--- config.mk ---
export PLATFORM = sky130hd
export DESIGN_NAME = maxnet_engine
export DESIGN_NICKNAME = d
export VERILOG_FILES = /design/src/rtl/maxnet_engine.sv
export SDC_FILE = /design/constraint.sdc
export NUM_CORES = 2
export LEC_CHECK = 0
export BUFFER_PORTS_ARGS = -buffer_cell sky130_fd_sc_hd__buf_2
export CELL_PAD_IN_SITES_DETAIL_PLACEMENT = 0
export CELL_PAD_IN_SITES_GLOBAL_PLACEMENT = 1
export CORE_ASPECT_RATIO = 2
export CORE_UTILIZATION = 45
export CTS_BUF_LIST = sky130_fd_sc_hd__clkbuf_2 sky130_fd_sc_hd__clkbuf_4 sky130_fd_sc_hd__clkbuf_8
export CTS_CLUSTER_DIAMETER = 60
export DETAILED_ROUTE_END_ITERATION = 10
export PLACE_DENSITY_LB_ADDON = 0.1
export REMOVE_ABC_BUFFERS = 1
export SYNTH_ARGS = -nofsm -noshare
export SYNTH_HDL_FRONTEND = slang
export SYNTH_SLANG_ARGS = --single-unit
export TNS_END_PERCENT = 20
--- constraint.sdc ---
create_clock -name clk -period 8.59 [get_ports clk]
set_clock_uncertainty 0.15 [all_clocks]
set_input_delay 0.859 -clock clk [delete_from_list [all_inputs] [get_ports clk]]
set_output_delay 0.859 -clock clk [all_outputs]
set_load 0.01 [all_outputs]
--- src/rtl/maxnet_engine.sv ---
// Winner-take-all iteration engine for a 4-node MaxNet with symmetric Q1.3 weights.
// Optional define MAXNET_TIE_BREAK_EN: on timeout report the lowest-index maximum as a valid winner.
module maxnet_engine #(
   parameter int DATA_W   = 8,
   parameter int FRAC_W   = 3,
   parameter int MAX_ITER = 31,
   parameter int ITER_W   = 5
) (
   input  logic                clk,
   input  logic                rst,
   input  logic                start,
   input  logic [4*DATA_W-1:0] x_in,
   input  logic [49:0]         weights_in,
   output logic                busy,
   output logic                done,
   output logic                valid,
   output logic                timeout,
   output logic [1:0]          winner,
   output logic [DATA_W-1:0]   winner_val,
   output logic [ITER_W-1:0]   iter_count
);

   localparam int PROD_W = DATA_W + 6;
   localparam int NET_W  = DATA_W + 8;
   localparam logic signed [NET_W-1:0] ACT_MAX = $signed({{(NET_W-DATA_W){1'b0}}, {DATA_W{1'b1}}});

   typedef enum logic [1:0] {IDLE = 2'd0, RUN = 2'd1, DONE = 2'd2} state_t;

   state_t                    state_r, state_next_s;
   logic [DATA_W-1:0]         act_r [4];
   logic [DATA_W-1:0]         act_next_s [4];
   logic [ITER_W-1:0]         iter_r;
   logic [4:0]                wmat_s [4][4];
   logic signed [PROD_W-1:0]  a_ext_s, w_ext_s, prod_s;
   logic signed [NET_W-1:0]   net_s [4];
   logic signed [NET_W-1:0]   shr_s [4];
   logic [2:0]                nz_cnt_s;
   logic [1:0]                single_idx_s;
   logic                      finish_s;
   logic                      busy_r, done_r, valid_r, timeout_r;
   logic [1:0]                winner_r;
   logic [DATA_W-1:0]         winner_val_r;
   logic [ITER_W-1:0]         iter_count_r;
`ifdef MAXNET_TIE_BREAK_EN
   logic [1:0]                max_idx_s;
`endif

   // Only the upper triangle is stored; w(j,i) and w(i,j) share one slot.
   function automatic int widx(input int j, input int i);
      int lo;
      int hi;
      lo = (j < i) ? j : i;
      hi = (j < i) ? i : j;
      case (lo)
         0:       return hi;
         1:       return hi + 3;
         2:       return hi + 5;
         default: return 9;
      endcase
   endfunction

   // Expand the packed weight bus into a full symmetric matrix.
   always_comb begin
      for (int j = 0; j < 4; j++) begin
         for (int i = 0; i < 4; i++) begin
            wmat_s[j][i] = weights_in[5*widx(j, i) +: 5];
         end
      end
   end

   // One MaxNet step: weighted sum, floor shift, clamp to [0, 2^DATA_W-1].
   always_comb begin
      a_ext_s = '0;
      w_ext_s = '0;
      prod_s  = '0;
      for (int j = 0; j < 4; j++) begin
         net_s[j] = '0;
         for (int i = 0; i < 4; i++) begin
            a_ext_s  = {{(PROD_W-DATA_W){1'b0}}, act_r[i]};
            w_ext_s  = {{(PROD_W-5){wmat_s[j][i][4]}}, wmat_s[j][i]};
            prod_s   = a_ext_s * w_ext_s;
            net_s[j] = net_s[j] + {{(NET_W-PROD_W){prod_s[PROD_W-1]}}, prod_s};
         end
         shr_s[j] = net_s[j] >>> FRAC_W;
         if (shr_s[j][NET_W-1]) begin
            act_next_s[j] = '0;
         end else if (shr_s[j] > ACT_MAX) begin
            act_next_s[j] = '1;
         end else begin
            act_next_s[j] = shr_s[j][DATA_W-1:0];
         end
      end
   end

   // Termination status of the current activations.
   always_comb begin
      nz_cnt_s     = 3'd0;
      single_idx_s = 2'd0;
      for (int k = 0; k < 4; k++) begin
         if (act_r[k] != '0) begin
            nz_cnt_s     = nz_cnt_s + 3'd1;
            single_idx_s = 2'(k);
         end else begin
            nz_cnt_s     = nz_cnt_s;
         end
      end
`ifdef MAXNET_TIE_BREAK_EN
      max_idx_s = 2'd0;
      for (int k = 1; k < 4; k++) begin
         if (act_r[k] > act_r[max_idx_s]) begin
            max_idx_s = 2'(k);
         end else begin
            max_idx_s = max_idx_s;
         end
      end
`endif
      finish_s = (nz_cnt_s <= 3'd1) || (iter_r == ITER_W'(MAX_ITER));
   end

   // Next-state logic.
   always_comb begin
      state_next_s = state_r;
      case (state_r)
         IDLE: begin
            if (start) state_next_s = RUN;
            else       state_next_s = IDLE;
         end
         RUN: begin
            if (finish_s) state_next_s = DONE;
            else          state_next_s = RUN;
         end
         DONE:    state_next_s = IDLE;
         default: state_next_s = IDLE;
      endcase
   end

   // State register.
   always_ff @(posedge clk) begin
      if (rst) state_r <= IDLE;
      else     state_r <= state_next_s;
   end

   // Activations, iteration counter and held result registers.
   always_ff @(posedge clk) begin
      if (rst) begin
         for (int k = 0; k < 4; k++) act_r[k] <= '0;
         iter_r       <= '0;
         busy_r       <= 1'b0;
         done_r       <= 1'b0;
         valid_r      <= 1'b0;
         timeout_r    <= 1'b0;
         winner_r     <= 2'd0;
         winner_val_r <= '0;
         iter_count_r <= '0;
      end else begin
         busy_r <= (state_next_s == RUN);
         done_r <= (state_next_s == DONE);
         case (state_r)
            IDLE: begin
               if (start) begin
                  for (int k = 0; k < 4; k++) act_r[k] <= x_in[k*DATA_W +: DATA_W];
                  iter_r    <= '0;
                  valid_r   <= 1'b0;
                  timeout_r <= 1'b0;
               end
            end
            RUN: begin
               if (nz_cnt_s == 3'd1) begin
                  valid_r      <= 1'b1;
                  winner_r     <= single_idx_s;
                  winner_val_r <= act_r[single_idx_s];
                  iter_count_r <= iter_r;
               end else if (nz_cnt_s == 3'd0) begin
                  valid_r      <= 1'b0;
                  winner_r     <= 2'd0;
                  winner_val_r <= '0;
                  iter_count_r <= iter_r;
               end else if (iter_r == ITER_W'(MAX_ITER)) begin
                  timeout_r    <= 1'b1;
                  iter_count_r <= iter_r;
`ifdef MAXNET_TIE_BREAK_EN
                  valid_r      <= 1'b1;
                  winner_r     <= max_idx_s;
                  winner_val_r <= act_r[max_idx_s];
`else
                  valid_r      <= 1'b0;
                  winner_r     <= 2'd0;
                  winner_val_r <= '0;
`endif
               end else begin
                  for (int k = 0; k < 4; k++) act_r[k] <= act_next_s[k];
                  iter_r <= iter_r + ITER_W'(1);
               end
            end
            default: iter_r <= iter_r;
         endcase
      end
   end

   assign busy       = busy_r;
   assign done       = done_r;
   assign valid      = valid_r;
   assign timeout    = timeout_r;
   assign winner     = winner_r;
   assign winner_val = winner_val_r;
   assign iter_count = iter_count_r;

endmodule
Word level (Yosys, flattened, before mapping)

Memories as Yosys holds them, arrays and structs flattened.
Cells that the tools add are included.

$add $sub $neg: 16
$mul: 16
$lt $le $gt $ge: 5
Equality and inequality tests: 11
Multiplexer cells: 61
Bitwise logic cells: 8
Reduce and logical (&&, ||, !) cells: 13

Operators by type and width:

| kind                                                                              | number |
|---|---|
| 9-bit by 5-bit multiplier with 14-bit output                                      | 16 |
| 8-bit 2-to-1 mux                                                                  | 19 |
| 15-bit by 14-bit adder with 16-bit output                                         | 4 |
| 16-bit adder                                                                      | 4 |
| 14-bit by 14-bit adder with 15-bit output                                         | 4 |
| 13-bit by 9-bit > comparator with 1-bit output (second input constant)            | 4 |
| 5-bit 2-to-1 mux                                                                  | 7 |
| 8-bit nonzero test                                                                | 4 |
| 1-bit 2-to-1 mux                                                                  | 22 |
| 2-bit 2-to-1 mux                                                                  | 6 |
| 2-bit != test (second input constant)                                             | 5 |
| 5-bit case mux with 2 select lines                                                | 1 |
| 5-bit AND reduction                                                               | 2 |
| 3-bit 2-to-1 mux                                                                  | 3 |
| 1-bit OR                                                                          | 8 |
| 3-bit by 1-bit adder with 3-bit output (second input constant)                    | 2 |
| 5-bit by 1-bit adder with 5-bit output (second input constant)                    | 1 |
| 5-bit equality test (second input constant)                                       | 1 |
| 2-bit by 1-bit equality test with 1-bit output (second input constant)            | 2 |
| 4-bit != test (second input constant)                                             | 1 |
| 1-bit case mux with 2 select lines                                                | 2 |
| 2-bit case mux with 2 select lines                                                | 1 |
| 3-bit by 1-bit equality test with 1-bit output (second input constant)            | 1 |
| 3-bit by 1-bit less-or-equal comparator with 1-bit output (second input constant) | 1 |
| 9 further kinds                                                                   | 9 |

Flip-flop bits (word level): 26
Bits in writable memories: 32
Logic and storage cells: 140
Memories kept: 1

Memory list:

| name  | depth | width | rd ports | clocked after Yosys merged registers in | wr ports | line | source |
|---|---|---|---|---|---|---|---|
| act_r | 4     | 8     | 5        | 0                                       | 4        | 30   | `logic [DATA_W-1:0] act_r [4];` |

Logic depth before layout (Yosys ltp)

An unclocked memory read counts as a cell.

Word-level depth: 16
Mapped depth: 30
Mapped depth without buffers: 29

Worst setup path before layout

No wires, ideal clock.

Path type: input-to-reg
Start point: input port weights_in[19]
End point: memory act_r[0][0] (data pin)
Library setup time: 0.273 ns
Data arrival time: 7.810 ns
Setup slack: 0.357 ns
Cell stages on the path: 25
Path buffers: 1
Cell sequence: inv_1 > clkbuf_1 > fa_1 > fa_1 > inv_1 > fa_1 > inv_1 > fa_1 > fa_1 > inv_1 > fa_1 > fa_1 > inv_1 > fa_1 > fa_1 > inv_1 > ha_1 > a21o_1 > a31o_2 > a221oi_4 > o31ai_1 > o211a_1 > nor2_1 > xor2_1 > o31ai_1

RTL lines:

| what        | line | source |
|---|---|---|
| from (decl) | 13   | `input logic [49:0] weights_in,` |
| to (decl)   | 30   |  |

==> impl_metrics.toml <==
[status]
status = "complete, no violations"

[grt]
grt_antenna_before_repair = 9
grt_first_pass_wirelength_um = 132000
largest_net_degree_at_the_start_of_global_routing = 38
grt_overflow = 0
grtUsageTotal_pct = 28.9
vias_in_the_first_global_route = 23500

[finish]
layout.nets = 4131
fill_cells = 6012
area.growth.synth_to_final_pct = 6.68
multi_input_area_mm2 = 0.0231
drive_gt1_share_pct = 7.60
register_area_mm2 = 0.00148

[critical_path]
cp.arrival_ps = 8230
cp.required_ps = 8670
crit_path_max_fanout = 8
cp-end-kind = "flop"
critPathLaunchType = "flop"
critical_path_class = "reg -> reg"

[floorplan]
die_h_um = 352
die-area_mm2 = 0.0624
num_rows = 128
effective_utilization_at_floorplan_pct = 45.4
top_level_ports = 104
fp.dieW_um = 177
fp.coreArea_mm2 = 0.0609

[clocking]
tritoncts.num_buffers = 9
htree_levels = 3
clk-insertion-delay-late_ps = 480
cts_tree = "done"
cts.reportedPaths.clkPinSlew_ps = 80
hold_buffers = 0
ctsRootBufferMaster = "clkbuf_8"
cts_num_sinks = 58
cts-root-to-sink-buffers = 2

[placement]
detailedPlacementHpwl_um = 71000
gpl.final_weighted_congestion = 0.926
io_port_bufs = 103
detailedPlace.worstSlack_ps = -7.47

[routing]
vias_per_cell = 5.32
routed_wire_length_per_instance_um = 21.8
detail_route.wirelength_um = 85300
drt_pass1_iterations = 5
first_iter_violations = 768
antenna_left = 0
remaining_drc_errors = 0
vias = 20800

[synth]
yosys_warnings = 0
async_set_or_reset_flop_fraction_in_the_synthesized_netlist_pct = 0
synth_cells = 3050
dominantRegCellSynth = "edfxtp_1"
seq_area_frac_synth_pct = 5.36
synth_area_mm2 = 0.0276
synth_area_per_cell_um2 = 9.06
synth.lib_cells_used.distinct = 82
synth-edff-count = 32
synth.ff_latch_count = 58

[sta]
setup_violations = 0
worst-slew-pin-transition_ps = 1150
timing_hold_violations_final = 0
timing.final.max_slew_violations = 0
shortest_period_the_worst_path_allows_ps = 8140
relSlewSlack_pct = 23.3
timing.final.crit_share_pct = 94.8
clock.fmax_mhz = 123
setup_ws_ps = 449
rsz0062_at_grt = "no"

[job]
max_cap_violations = 0

[worst_hold_path]
worst_hold_path_type = "reg -> reg"
==> stage by stage <==
step | hold WS (ps) | instance area, µm² | utilization, % | TNS [ps] | instances
after floorplan | 303 | 27200 | - | 0 | 2940
after global placement | 289 | 29200 | 48.0 | 0 | 3891
after detailed placement | 296 | 29200 | 48.0 | -7.47 | 3891
after CTS | 307 | 29400 | 48.3 | 0 | 3907
after global routing | 340 | 29500 | 48.4 | 0 | 3913
final | 304 | 29500 | 48.4 | 0 | 3914
==> flip-flops by register name, summed over array words and instances (netlist names) <==
name / count
busy: 1
state_r: 2
act_r: 32
winner: 2
done: 1
iter_r: 5
valid: 1
timeout: 1
iter_count: 5
winner_val: 8
==> layout by cell type (no fill, tap or decap), drive strengths merged, types with 21 or more instances in the layout <==
cell type / n
a21o: 22
a21oi: 77
and2: 284
buf: 174
dfxtp: 26
edfxtp: 32
fa: 556
ha: 365
inv: 707
nand2: 291
nand2b: 64
nor2: 139
nor3: 40
o21ai: 29
o21bai: 21
o31ai: 33
xnor2: 59
xor2: 27
==> path summary, 6_finish.rpt <==
kind / from / end / slack [ps] / depth (start not counted)
max: act_r[3][2] / act_r[0][2] / 450 / 24
max reg2reg: act_r[3][2] / act_r[0][2] / 450 / 24
min: timeout / timeout / 300 / 2
min reg2reg: timeout / timeout / 300 / 2
==> timing repair <==
| action | 4_1_cts | 5_1_grt |
|---|---|---|
| resized for setup | 0 | 4 |
| endpoints found under the setup margin | 0 | 15 |
| buffers inserted | 0 | 3 |
==> synthesized netlist by cell type (all sizes together), types with 3 or more instances <==
library cell	n	area, µm²
o21bai	21	158
nand2	291	1090
a221oi	3	61.3
a31oi	7	58.8
nor4	5	31.3
nor3b	3	27.5
mux2i	12	120
fa	556	11100
and3	11	71.3
o211ai	6	45.0
o311ai	8	77.6
a2111oi	3	26.3
nor2b	13	81.3
a311oi	5	61.3
dfxtp	26	521
a211oi	13	97.6
clkbuf	102	383
a21oi	77	397
nor2	139	524
xnor2	59	517
o21a	4	30.0
nor3	40	205
ha	365	4570
and2	284	1780
inv	706	2650
o31ai	33	248
buf	8	58.8
edfxtp	32	961
a211o	7	62.6
or4	3	22.5
o221ai	3	32.5
a2111o	5	56.3
nand3	9	45.0
a21o	22	165
o21ai	29	156
nand2b	64	400
or2	13	81.3
xor2	27	244
or3	7	43.8
==> per-layer routing <==
| metal | vias to the layer above | share of wire (%) | GRT usage (%) |
|---|---|---|---|
| li1 | 9415 | - | - |
| met5 | - | 0 | 0 |
| met3 | 219 | 2.8 | 2.72 |
| met1 | 10700 | 33 | 27.8 |
| met2 | 461 | 57 | 56.5 |
| met4 | 0 | 7.1 | 18.5 |
==> final cells by class <==
| cell class | count | share of cell area (%) |
|---|---|---|
| multi-input cells | 2174 | 78.3 |
| clock inverters | 3 | 0.0552 |
| inverters | 708 | 9.02 |
| well taps | 780 | 3.31 |
| clock buffers | 13 | 0.522 |
| diodes | 4 | 0.0340 |
| repair buffers | 174 | 3.73 |
| flip-flops and latches | 58 | 5.03 |
==> critical path, stage by stage, from the launching register on <==
cell and delay (ps):
edfxtp_1 610, nand2_1 150, fa_1 520, fa_1 500, inv_1 50, fa_1 520, inv_1 60, fa_1 570
fa_1 530, inv_1 50, ha_1 280, inv_1 80, fa_1 440, fa_1 550, inv_1 50, fa_1 440
ha_1 340, a21o_1 190, a31o_2 270, a221oi_4 410, o31ai_1 160, o211a_1 270, o221ai_2 380, nor2_1 100
o31ai_1 260
==> cells by family (layout without fill, tap and decap cells) <==
family | count (synthesis) | after routing | synth area share (%)
adder cells (fa/ha/maj) | 921 | 921 | 56.8
AND/OR/NAND/NOR | 890 | 890 | 16.2
buffers and inverters | 818 | 898 | 11.2
AO/OA/AOI/OAI | 260 | 260 | 6.83
XOR/XNOR | 90 | 90 | 3.09
flip-flops | 58 | 58 | 5.36
multiplexers | 13 | 13 | 0.476
other | 0 | 4 | 0
Power is left out: the tool's default activity adds up to more than one toggle a clock period on the data nets, which glitch-free logic cannot reach.
